**src/rtl/noc_pkg.sv**
```systemverilog
// noc_pkg: port indices, flit type encodings and arbiter state shared across the router
package noc_pkg;
   localparam int PORT_N = 0;
   localparam int PORT_E = 1;
   localparam int PORT_W = 2;
   localparam int PORT_S = 3;
   localparam int PORT_L = 4;
   localparam logic [2:0] HEADER = 3'b001;
   localparam logic [2:0] PAYLOAD = 3'b010;
   localparam logic [2:0] TAIL = 3'b100;
   typedef enum logic {IDLE, LOCKED} arb_state_t;
endpackage

```
**src/rtl/rr_picker.sv**
```systemverilog
// rr_picker: first set candidate at or above ptr, wrapping modulo NPORTS
module rr_picker #(
   parameter int NPORTS = 5,
   parameter int IW = 3
) (
   input  logic [NPORTS-1:0] cand,
   input  logic [IW-1:0]     ptr,
   output logic [NPORTS-1:0] pick,
   output logic [IW-1:0]     idx,
   output logic              any
);
   localparam logic [IW:0] NP = (IW+1)'(NPORTS);
   logic [IW:0] p;
   assign any = |cand;
   always_comb begin
      p = '0;
      idx = '0;
      for (int k = NPORTS-1; k >= 0; k--) begin
         p = {1'b0, ptr} + (IW+1)'(k);
         p = p >= NP ? p - NP : p;
         if (cand[p[IW-1:0]]) idx = p[IW-1:0];
      end
      pick = any ? NPORTS'(1) << idx : '0;
   end
endmodule

```
**src/rtl/noc_output_arbiter.sv**
```systemverilog
// noc_output_arbiter: round-robin per-packet output ownership with downstream credit gating
module noc_output_arbiter
   import noc_pkg::*;
#(
   parameter int CREDITS = 4,
   parameter int NPORTS = 5
) (
   input  logic                         clk,
   input  logic                         rst,
   input  logic [NPORTS-1:0]            req,
   input  logic [NPORTS-1:0]            empty,
   input  logic [3*NPORTS-1:0]          flit_id,
   input  logic                         credit_in,
   output logic [NPORTS-1:0]            grant,
   output logic [2:0]                   sel,
   output logic [NPORTS-1:0]            read_en,
   output logic                         valid_out,
   output logic [$clog2(CREDITS+1)-1:0] credit_cnt
);
   localparam int CW = $clog2(CREDITS+1);
   localparam logic [CW-1:0] CMAX = CW'(CREDITS);
   localparam logic [2:0] LAST = 3'(NPORTS-1);
   arb_state_t state;
   logic [2:0] ptr, pick_idx;
   logic [NPORTS-1:0] cand, pick;
   logic any, xfer;
   logic [2:0] fid [NPORTS];
   for (genvar i = 0; i < NPORTS; i++) begin : g_in
      assign fid[i] = flit_id[3*i +: 3];
      assign cand[i] = req[i] & ~empty[i] & (fid[i] == HEADER);
   end
   rr_picker #(.NPORTS(NPORTS), .IW(3)) u_pick (
      .cand(cand),
      .ptr(ptr),
      .pick(pick),
      .idx(pick_idx),
      .any(any)
   );
   assign xfer = state == LOCKED && !empty[sel] && credit_cnt != '0;
   assign read_en = xfer ? grant : '0;
   assign valid_out = |read_en;
   always_ff @(posedge clk)
      if (rst) begin
         state <= IDLE;
         grant <= '0;
         sel <= '0;
         ptr <= '0;
         credit_cnt <= CMAX;
      end else begin
         if (xfer && !credit_in) credit_cnt <= credit_cnt - CW'(1);
         else if (!xfer && credit_in && credit_cnt != CMAX) credit_cnt <= credit_cnt + CW'(1);
         if (state == IDLE && any) begin
            state <= LOCKED;
            grant <= pick;
            sel <= pick_idx;
            ptr <= pick_idx == LAST ? '0 : pick_idx + 3'd1;
         end else if (xfer && fid[sel] == TAIL) begin
            state <= IDLE;
            grant <= '0;
         end
      end
endmodule

```
**config.mk**
```make
export PLATFORM = sky130hd
export DESIGN_NAME = noc_output_arbiter
export DESIGN_NICKNAME = d
export VERILOG_FILES = /design/src/rtl/noc_pkg.sv /design/src/rtl/rr_picker.sv /design/src/rtl/noc_output_arbiter.sv
export SDC_FILE = /design/constraint.sdc
export NUM_CORES = 1
export LEC_CHECK = 0
export ABC_AREA = 1
export BUFFER_PORTS_ARGS = -buffer_cell sky130_fd_sc_hd__buf_2
export CAP_MARGIN = 0
export CORE_MARGIN = 2
export CORE_UTILIZATION = 50
export CTS_CLUSTER_SIZE = 16
export DETAILED_ROUTE_END_ITERATION = 8
export PLACE_DENSITY = 0.78
export SLEW_MARGIN = 30
export SYNTH_ARGS = -nofsm -noshare
export SYNTH_HDL_FRONTEND = slang
export SYNTH_SLANG_ARGS = --single-unit
export TNS_END_PERCENT = 100
```
**constraint.sdc**
```tcl
create_clock -name clk -period 5.9 [get_ports clk]
set_input_delay 0.295 -clock clk [delete_from_list [all_inputs] [get_ports clk]]
set_output_delay 0.295 -clock clk [all_outputs]
set_load 0.01 [all_outputs]
```
==> summary.txt <==
Outcome
  • Status: finished clean

Worst setup path
  • Critical path class: flop to flop
  • R2r startpoint: ptr[0]
  • Most common cell type on the critical path: nand2_1
  • Crit path capture type: flop
  • Worst path cell trace: inv_2 > ha_1 > inv_2 > fa_1 > inv_2 > nand2_1 > nand2_1 > nand2_1 > nand2_1 > nand2_1 > nand3_1 > nand2_1 > nand2_1 > a21boi_0 > nor2_1 > nand2_1 > nand3_2 > nand2_4 > inv_2 > ha_1 > ha_1 > or2_2 > a21oi_2
  • Worst reg2reg path endpoint: ptr[2]
  • R2R cell count: 23
  • Startpoint types: flop
  • Worst Path Required: 6.09 ns
  • Critical path's largest stage delay: ~0.76 ns
  • Maximum fanout along the worst path: 17
  • Arrival @ worst endpoint: 4.07 ns
  • Critical path's slowest cell: dfxtp_1
  • R2R Setup Slk: between 2 and 2.5 ns

Drt
  • DR WL/cell: 11.7 um
  • Antenna Nets Post-Route: 0
  • Via count: 2,172
  • Initial DRC count: about 150
  • Pre-Repair DR Iteration Count: 5
  • Drt drc: 0
  • Vias per std cell: 5.21
  • DRT Wirelength: 4860 um

Power and ir drop
  • PD cells: 226 nW/um2
  • Design Power: 0.509 mW
  • Worst vdd ir: around 0.00013 V
  • LEAKAGE: around 1.2 nW

Clocking
  • Clock Sinks: 15
  • Clock transition at the registers of the reported paths: 0.06 ns
  • Post-CTS sizing: 0
  • TritonCTS clock tree: yes
  • Clock Tree Root: clkbuf_8
  • Clk buf depth: 2
  • Clock Latency Late Sink: 0.26 ns
  • H-tree depth: 1
  • Total CTS buffers: 3
  • Post-CTS setup buffers: 0
  • Hold-fix buffer count after cts: 0

Synth
  • Syn_nets: 368
  • Synth cell types: 37
  • Syn Area/Cell: 6.00 um2
  • Ys flop type: dfxtp_1
  • Asr flop ratio synth: 0%
  • Post-Syn Area: 1950 um2
  • Post-synth EDFFs: 0
  • Seq/Total Area, Yosys: 15.4%
  • Yosys reg bits: 15
  • Mapped Cells: 324
  • Ys Warns: 0

Finish
  • Ant diodes: 0
  • Synthesis-to-finish area growth: 15.6%
  • Area occupied by multi-input gates: 1390 um2
  • Layout cells sized above 1: 26.3%
  • Most frequent cells in the layout: 83 x nand2_1, 47 x inv_1, 44 x buf_2
  • Fill count: around 370
  • Post-layout nets: 414
  • Sequential cell area: 300 um2
  • Final instance area: 2250 um2
  • Commonest non-fill, non-tap cell in the layout: nand2_1

STA
  • Fmax: 258 MHz
  • Slew HR: a little over half
  • Minimum clock period: about 3.9 ns
  • Fin Hold WS: 0.289 ns
  • Period utilisation layout: roughly two thirds
  • Worst slew pin tran: around 0.68 ns
  • RSZ-0062 raised after global routing: false
  • Pins over their slew limit: 0
  • Final clock skew: about 0.0074 ns
  • Post-Route Setup TNS: 0 ns
  • Final number of setup-violating endpoints: 0
  • Final Hold Fails: 0

Placement
  • Post-DP Area: between 2000 and 2500 um2
  • DP HPWL: 3980 um
  • I/O Buffers: 44
  • Placer Congestion: 0.902

Global route
  • Initial antenna violation count: 0
  • GRT Util Overall: between 20% and 30%
  • GR Util met2: between 30% and 40%
  • Met1 Usage GRT: 32.2%
  • Grt met3 use: 2.39%
  • Gr busiest metal: met2
  • Number of global-route vias before repair: 1,915
  • First-pass GRT wire length: 8170 um
  • Grt total ovfl: 0
  • Largest net degree at the start of global routing: 18

Worst hold path
  • Hold Path Depth: 2
  • Worst-case hold path end point: grant[4]
  • Min-delay src: rst
  • Type of the most critical hold path: input pin to flop

Die
  • Die area: approximately 4400 um2
  • Initial Util: 52.7%
  • Site Rows: 22
  • Io pins: 45
  • Die extent in x: 66.4 um
  • Die Ht: 66.4 um
  • Core Region: 3690 um2

Job
  • Max_cap viols: 0
metal layers:
metal	vias up	wire length, um
met2	61	2270
met4	0	49
met3	5	235
li1	1139	-
met1	967	2310
met5	-	0
final cells by class:
type	count	share of cell area, %
clock buffer	3	1.84
clock inverter	1	0.222
tap	48	2.67
sequential	15	13.3
multi-input combinational	244	61.7
inverter	62	10.5
timing repair buffer	44	9.79
Yosys cell counts (2+ instances only):
cell type   n  area [um2]
a21oi_1    14        70.1
a21oi_2     4        35.0
a31oi_1     3        18.8
dfxtp_1    15         300
fa_1        2        40.0
ha_1       14         175
inv_1      47         176
inv_2      14        52.6
nand2_1    83         312
nand2_2    16         100
nand2_4     3        33.8
nand3_1    31         155
nand3_2     2        20.0
nand4_1     8        50.1
nor2_1     20        75.1
nor2_4      2        22.5
nor4_1      2        12.5
o21ai_0    11        55.1
o21ai_1    10        50.1
o21ai_2     4        35.0
o41ai_1     3        26.3
worst max path at each step:
| stage | from | endpoint | slack, ns | cells past startpoint |
|---|---|---|---|---|
| 2_1_floorplan | ptr[0] | ptr[2] | 2.65 | 23 |
| 3_3_place_gp | ptr[0] | ptr[2] | 2.12 | 21 |
| 3_5_place_dp | ptr[0] | ptr[2] | 2.06 | 21 |
| 4_1_cts | ptr[0] | ptr[2] | 2.06 | 21 |
| 5_1_grt | ptr[0] | ptr[2] | 1.68 | 21 |
| 6_report | ptr[0] | ptr[2] | 2.02 | 23 |
power by group:
| part | leakage (nW) | switching, mW | total, mW | internal [mW] |
|---|---|---|---|---|
| sequential | 0.122 | 0.0176 | 0.129 | 0.112 |
| combinational | 1.02 | 0.190 | 0.295 | 0.105 |
| clock | 0.0255 | 0.0373 | 0.0842 | 0.0469 |
| total | 1.17 | 0.245 | 0.509 | 0.264 |
through the flow:
step	setup WS, ns	instances	utilization (%)
finish	2.02	417	61.0
global route	1.68	417	61.0
CTS	2.06	417	61.0
detailed placement	2.06	413	59.7
global placement	2.12	413	59.7
floorplan	2.65	324	-
worst max-delay path: cells and delay by family (launching register included):
kind | cells | cell delay, ns
AND/OR/NAND/NOR | 13 | 1.42
adder cells (fa/ha/maj) | 4 | 0.88
AO/OA/AOI/OAI | 2 | 0.35
flip-flops | 1 | 0.76
buffers and inverters | 4 | 0.38
cells by family after synthesis:
| group | Yosys count | share of synthesized area, % |
|---|---|---|
| simple gates | 171 | 41.7 |
| flops | 15 | 15.4 |
| xor+xnor | 2 | 0.900 |
| fa+ha+maj | 16 | 11.1 |
| buf+inv | 65 | 13.2 |
| compound gates | 55 | 17.6 |
sequential cells by signal, indices dropped and copies added (netlist names):
| name | cells |
|---|---|
| credit_cnt | 3 |
| ptr | 3 |
| state | 1 |
| grant | 5 |
| sel | 3 |
Note: power is estimated with default switching activity, not from simulation.
